[src/rtl/beta_anneal_scheduler.sv]
// beta_anneal_scheduler: ramps beta from beta_start to beta_max, one step every N completed sweeps.
// Define BETA_ANNEAL_GEOMETRIC_EN to add beta>>>3 to each increment (quasi-geometric schedule).
`ifndef BETA
`define BETA 16
`endif
module beta_anneal_scheduler #(
    parameter int SWEEP_CNT_W = 16
) (
    input  logic                          clk,
    input  logic                          reset_n,
    input  logic                          start,
    input  logic                          abort,
    input  logic signed [`BETA-1:0]       beta_start,
    input  logic signed [`BETA-1:0]       beta_step,
    input  logic signed [`BETA-1:0]       beta_max,
    input  logic        [SWEEP_CNT_W-1:0] sweeps_per_step,
    input  logic                          sweep_done,
    output logic signed [`BETA-1:0]       beta,
    output logic                          step_strobe,
    output logic                          busy,
    output logic                          done
);
    localparam int BW = `BETA;
`ifdef BETA_ANNEAL_GEOMETRIC_EN
    localparam int SW = BW + 2;
`else
    localparam int SW = BW + 1;
`endif
    typedef enum logic [1:0] {S_IDLE, S_RUN, S_DONE} state_t;
    state_t                   r_state, w_state_nxt;
    logic signed [BW-1:0]     r_beta, r_step, r_max;
    logic signed [BW-1:0]     w_beta_nxt, w_step_nxt, w_max_nxt, w_beta_load, w_beta_inc;
    logic [SWEEP_CNT_W-1:0]   r_sweeps, r_cnt, w_sweeps_nxt, w_cnt_nxt, w_eff;
    logic [SWEEP_CNT_W:0]     w_cnt_inc;
    logic                     r_strobe, w_strobe_nxt, w_load, w_last;
    logic signed [SW-1:0]     w_b_x, w_s_x, w_m_x, w_sum;

    assign w_beta_load = (beta_start > beta_max) ? beta_max : beta_start;
    // Widened sum so the increment can never wrap before clamping.
    assign w_b_x = {{(SW-BW){r_beta[BW-1]}}, r_beta};
    assign w_s_x = {{(SW-BW){r_step[BW-1]}}, r_step};
    assign w_m_x = {{(SW-BW){r_max[BW-1]}}, r_max};
`ifdef BETA_ANNEAL_GEOMETRIC_EN
    logic signed [SW-1:0] w_g_x;
    assign w_g_x = {{(SW-BW+3){r_beta[BW-1]}}, r_beta[BW-1:3]};
    assign w_sum = w_b_x + w_s_x + w_g_x;
`else
    assign w_sum = w_b_x + w_s_x;
`endif
    assign w_beta_inc = (w_sum > w_m_x) ? r_max : w_sum[BW-1:0];
    assign w_eff      = (r_sweeps == '0) ? SWEEP_CNT_W'(1) : r_sweeps;
    assign w_cnt_inc  = {1'b0, r_cnt} + (SWEEP_CNT_W+1)'(1);
    assign w_last     = (w_cnt_inc == {1'b0, w_eff});

    always_comb begin
        w_state_nxt  = r_state;
        w_beta_nxt   = r_beta;
        w_step_nxt   = r_step;
        w_max_nxt    = r_max;
        w_sweeps_nxt = r_sweeps;
        w_cnt_nxt    = r_cnt;
        w_strobe_nxt = 1'b0;
        w_load       = 1'b0;
        case (r_state)
            S_IDLE: w_load = start && !abort;
            S_RUN: begin
                if (abort) begin
                    w_state_nxt = S_IDLE;
                    w_cnt_nxt   = '0;
                end else if (sweep_done) begin
                    if (!w_last) begin
                        w_cnt_nxt = w_cnt_inc[SWEEP_CNT_W-1:0];
                    end else begin
                        w_cnt_nxt = '0;
                        if (r_beta == r_max) begin
                            w_state_nxt = S_DONE;
                        end else begin
                            w_beta_nxt   = w_beta_inc;
                            w_strobe_nxt = 1'b1;
                        end
                    end
                end
            end
            S_DONE: begin
                if (abort) begin
                    w_state_nxt = S_IDLE;
                    w_cnt_nxt   = '0;
                end else begin
                    w_load = start;
                end
            end
            default: w_state_nxt = S_IDLE;
        endcase
        if (w_load) begin
            w_state_nxt  = S_RUN;
            w_beta_nxt   = w_beta_load;
            w_step_nxt   = beta_step;
            w_max_nxt    = beta_max;
            w_sweeps_nxt = sweeps_per_step;
            w_cnt_nxt    = '0;
        end
    end

    always_ff @(posedge clk) begin
        if (!reset_n) begin
            r_state  <= S_IDLE;
            r_beta   <= '0;
            r_step   <= '0;
            r_max    <= '0;
            r_sweeps <= '0;
            r_cnt    <= '0;
            r_strobe <= 1'b0;
        end else begin
            r_state  <= w_state_nxt;
            r_beta   <= w_beta_nxt;
            r_step   <= w_step_nxt;
            r_max    <= w_max_nxt;
            r_sweeps <= w_sweeps_nxt;
            r_cnt    <= w_cnt_nxt;
            r_strobe <= w_strobe_nxt;
        end
    end

    assign beta        = r_beta;
    assign step_strobe = r_strobe;
    assign busy        = (r_state == S_RUN);
    assign done        = (r_state == S_DONE);
endmodule
[config.mk]
export PLATFORM = sky130hd
export DESIGN_NAME = beta_anneal_scheduler
export DESIGN_NICKNAME = d
export VERILOG_FILES = /design/src/rtl/beta_anneal_scheduler.sv
export SDC_FILE = /design/constraint.sdc
export NUM_CORES = 1
export LEC_CHECK = 0
export BUFFER_PORTS_ARGS = -buffer_cell sky130_fd_sc_hd__buf_2
export CORE_ASPECT_RATIO = 1.2
export CORE_MARGIN = 3
export CORE_UTILIZATION = 55
export CTS_BUF_LIST = sky130_fd_sc_hd__clkbuf_2
export DETAILED_ROUTE_END_ITERATION = 10
export GPL_ROUTABILITY_DRIVEN = 0
export GPL_TIMING_DRIVEN = 0
export PLACE_DENSITY_LB_ADDON = 0.05
export SYNTH_ARGS = -nofsm -noshare
export SYNTH_HDL_FRONTEND = slang
export SYNTH_SLANG_ARGS = --single-unit
export TNS_END_PERCENT = 50
[constraint.sdc]
create_clock -name clk -period 9.8 [get_ports clk]
set_clock_uncertainty 0.15 [all_clocks]
set_input_delay 1.47 -clock clk [delete_from_list [all_inputs] [get_ports clk]]
set_output_delay 1.47 -clock clk [all_outputs]
set_load 0.005 [all_outputs]
==> metrics.txt <==
TritonCTS Buffers 9; power density cells ~120 nW/µm²; I/O Buffers 85; most common cell after layout, fill and taps aside nand2_1; final hold violations 0; ys async rst share 0; RSZ-0062 raised after global routing false; area delta synth->final 12.0%; nets@finish 984; max cap viols 0; fin util 0.639; CP endpoint beta[7]; Vias approximately 5,900; cell breakdown of the critical path ha_1 -> inv_1 -> fa_1 -> nor2b_1 -> o2111ai_1 -> a21oi_1 -> o41ai_1 -> o21ai_0 -> xor2_1 -> ha_1 -> nand2_1 -> nor2_1 -> nand4_1 -> a31o_2 -> a31oi_1 -> clkbuf_1 -> mux2_2 -> mux2i_1 -> a21oi_1; fin crit period between 5000 and 6000 ps; Crit path required time between 10,000 and 15,000 ps; DRT iter0 DRCs approximately 250; post-route setup TNS 0 ps; PostCTS Resize Cnt 0; Slew headroom 0.172; Setup CP Type reg -> reg; Tot Pwr 809 µW; fmax approximately 180 MHz; initial antenna violation count 1; Setup Buffers After CTS 0; crit-path max FO 10; clock power share 0.263; Synth Warn # 0; Initial Util 0.570; Final Non-Filler Cells between 900 and 1,000; worst-case clock buffer depth 2; max-slew violations 0; detailed placement HPWL about 14,000 µm; #FFs+latches synth a little over 80; Final period util 0.557; Post-synth EDFFs 0; Critical R2R Capture beta[7]; sequential share of power 0.459; r2r setup slk approximately 4300 ps; worst vdd ir 70.4 µV; Gate power share 0.278; part of the Yosys area used for sequential elements 0.274; vias in the first global route 5,808; Netlist cell types 71; Post-CTS Hold Buffers 0; Setup crit start kind flop; clk sinks 83; GRT Total Usage 0.287; first-pass iteration count of the detailed router 7; wire per inst around 17 µm; largest net degree at the start of global routing 15; most frequent cells in the layout nand2_1 (134), buf_2 (91), a21oi_1 (83), dfxtp_1 (83); switch share 0.335; Pleak 0.00278 µW; Core Rows 41; placed cells around 980; Reg2Reg Launch Point beta[0]; Worst-Margin Slew 1230 ps; core box area about 11,000 µm²; drt drc 0; final setup vio count 0; hold crit path type reg -> reg; outcome finished clean; final WL around 17,000 µm; Mapped Nets about 890; grt total ovfl 0; Mapped Area approximately 6100 µm²; share of post-route cells with drive strength above 1 0.175; Synth area leader dfxtp_1; Post-Synthesis Cells around 770; Synth area leaders dfxtp_1 (27%), ha_1 (10%), nand2_1 (8.3%), a21oi_1 (6.9%), xnor2_1 (5.6%); clk root buf clkbuf_2; Main synth FF type dfxtp_1; Clock Latency Late Sink 580 ps; Ports between 80 and 90; Int Power 538 µW; register clock-pin slew on the reported worst setup and hold paths approximately 230 ps; vias per cell 5.95; Setup crit end kind flop; H-tree depth 3; Synth top area share 0.274; net switching power between 200 and 300 µW; post-route ant nets 0; DIE HEIGHT between 100 and 150 µm; critical path startpoint beta[0]; CTS tree done; first-pass GRT wire length about 28,000 µm; Post-Syn Area per Cell 7.89 µm²; critical path's slowest cell a31oi_1; r2r worst-path depth 19; Die ar. between 10,000 and 15,000 µm²; slowest stage delay, CP about 670 ps; DIE WIDTH approximately 100 µm; Crit path arrival time roughly 5800 ps
[power groups by stage]
stage | logic, µW | registers (µW) | clock network [µW]
after global routing | 251 | 373 | 231
after floorplan | 159 | 371 | 0
final | 225 | 372 | 212
after CTS | 225 | 371 | 217
after global placement | 217 | 377 | 0
after detailed placement | 223 | 378 | 0
[cells in the mapped netlist (all sizes together) (6+ instances only)]
| master | instances |
|---|---|
| dfxtp | 83 |
| buf | 13 |
| inv | 50 |
| nor2 | 32 |
| a311oi | 8 |
| nand3 | 17 |
| o21ai | 31 |
| ha | 50 |
| clkbuf | 29 |
| nand4 | 14 |
| o22ai | 7 |
| mux2 | 24 |
| mux2i | 20 |
| nor3 | 14 |
| a21oi | 83 |
| a211oi | 7 |
| nor3b | 6 |
| xnor2 | 39 |
| nand2 | 135 |
| nor4 | 10 |
| xor2 | 8 |
[routing by layer]
| layer | up-vias | wire length, µm | track usage |
|---|---|---|---|
| li1 | 2928 | - | - |
| met1 | 2767 | 6650 | 0.307 |
| met2 | 172 | 8830 | 0.511 |
| met3 | 75 | 630 | 0.0437 |
| met4 | 0 | 1130 | 0.189 |
| met5 | - | 0 | 0 |
[critical path: cells and delay by family, from the launching register on]
family          cells  cell delay (ps)
flops               1              450
xor+xnor            1              170
compound gates      7             1940
fa+ha+maj           3              930
simple gates        4              530
buf+inv             2              630
mux                 2              560
[cell families (layout without fill, tap and decap cells)]
logic type,Yosys count,in the layout,share of synthesized area
fa+ha+maj,51,51,0.107
compound gates,189,189,0.196
xor+xnor,47,47,0.0680
buf+inv,93,194,0.0663
simple gates,261,261,0.211
flops,83,83,0.274
other cells,0,1,0
mux,44,44,0.0777
[registers in the layout, indices dropped and copies added, names as in the netlist]
name	cells
beta	16
r_cnt	16
r_max	16
r_step	16
step_strobe	1
r_sweeps	16
r_state	2
[worst min path at each step]
stage / from / end / slack, ps / cells past startpoint
floorplan: r_step[0] / r_step[0] / 290 / 2
global placement: r_step[0] / r_step[0] / 300 / 2
detailed placement: r_step[10] / r_step[10] / 300 / 2
CTS: r_step[10] / r_step[10] / 330 / 2
global route: r_step[0] / r_step[0] / 350 / 2
finish: r_step[10] / r_step[10] / 330 / 2
[cell type report]
class                      instances  area (µm²)
antenna                            1        2.50
multi-input combinational        592        3990
sequential                        83        1660
clock inverter                     7        91.3
tap                              129         161
timing repair buffer              85         425
clock buffer                       9        45.0
fill                            1016        3840
buffer                            42         210
inverter                          51         191
[metrics by stage]
step | setup slack (ps) | instance area, µm² | hold slack (ps)
3_3_place_gp | 4610 | 6640 | 298
6_report | 4340 | 6780 | 330
4_1_cts | 4380 | 6780 | 329
5_1_grt | 3970 | 6780 | 346
2_1_floorplan | 5310 | 6060 | 290
3_5_place_dp | 4470 | 6640 | 303
Note: power is estimated with default switching activity, not from simulation.
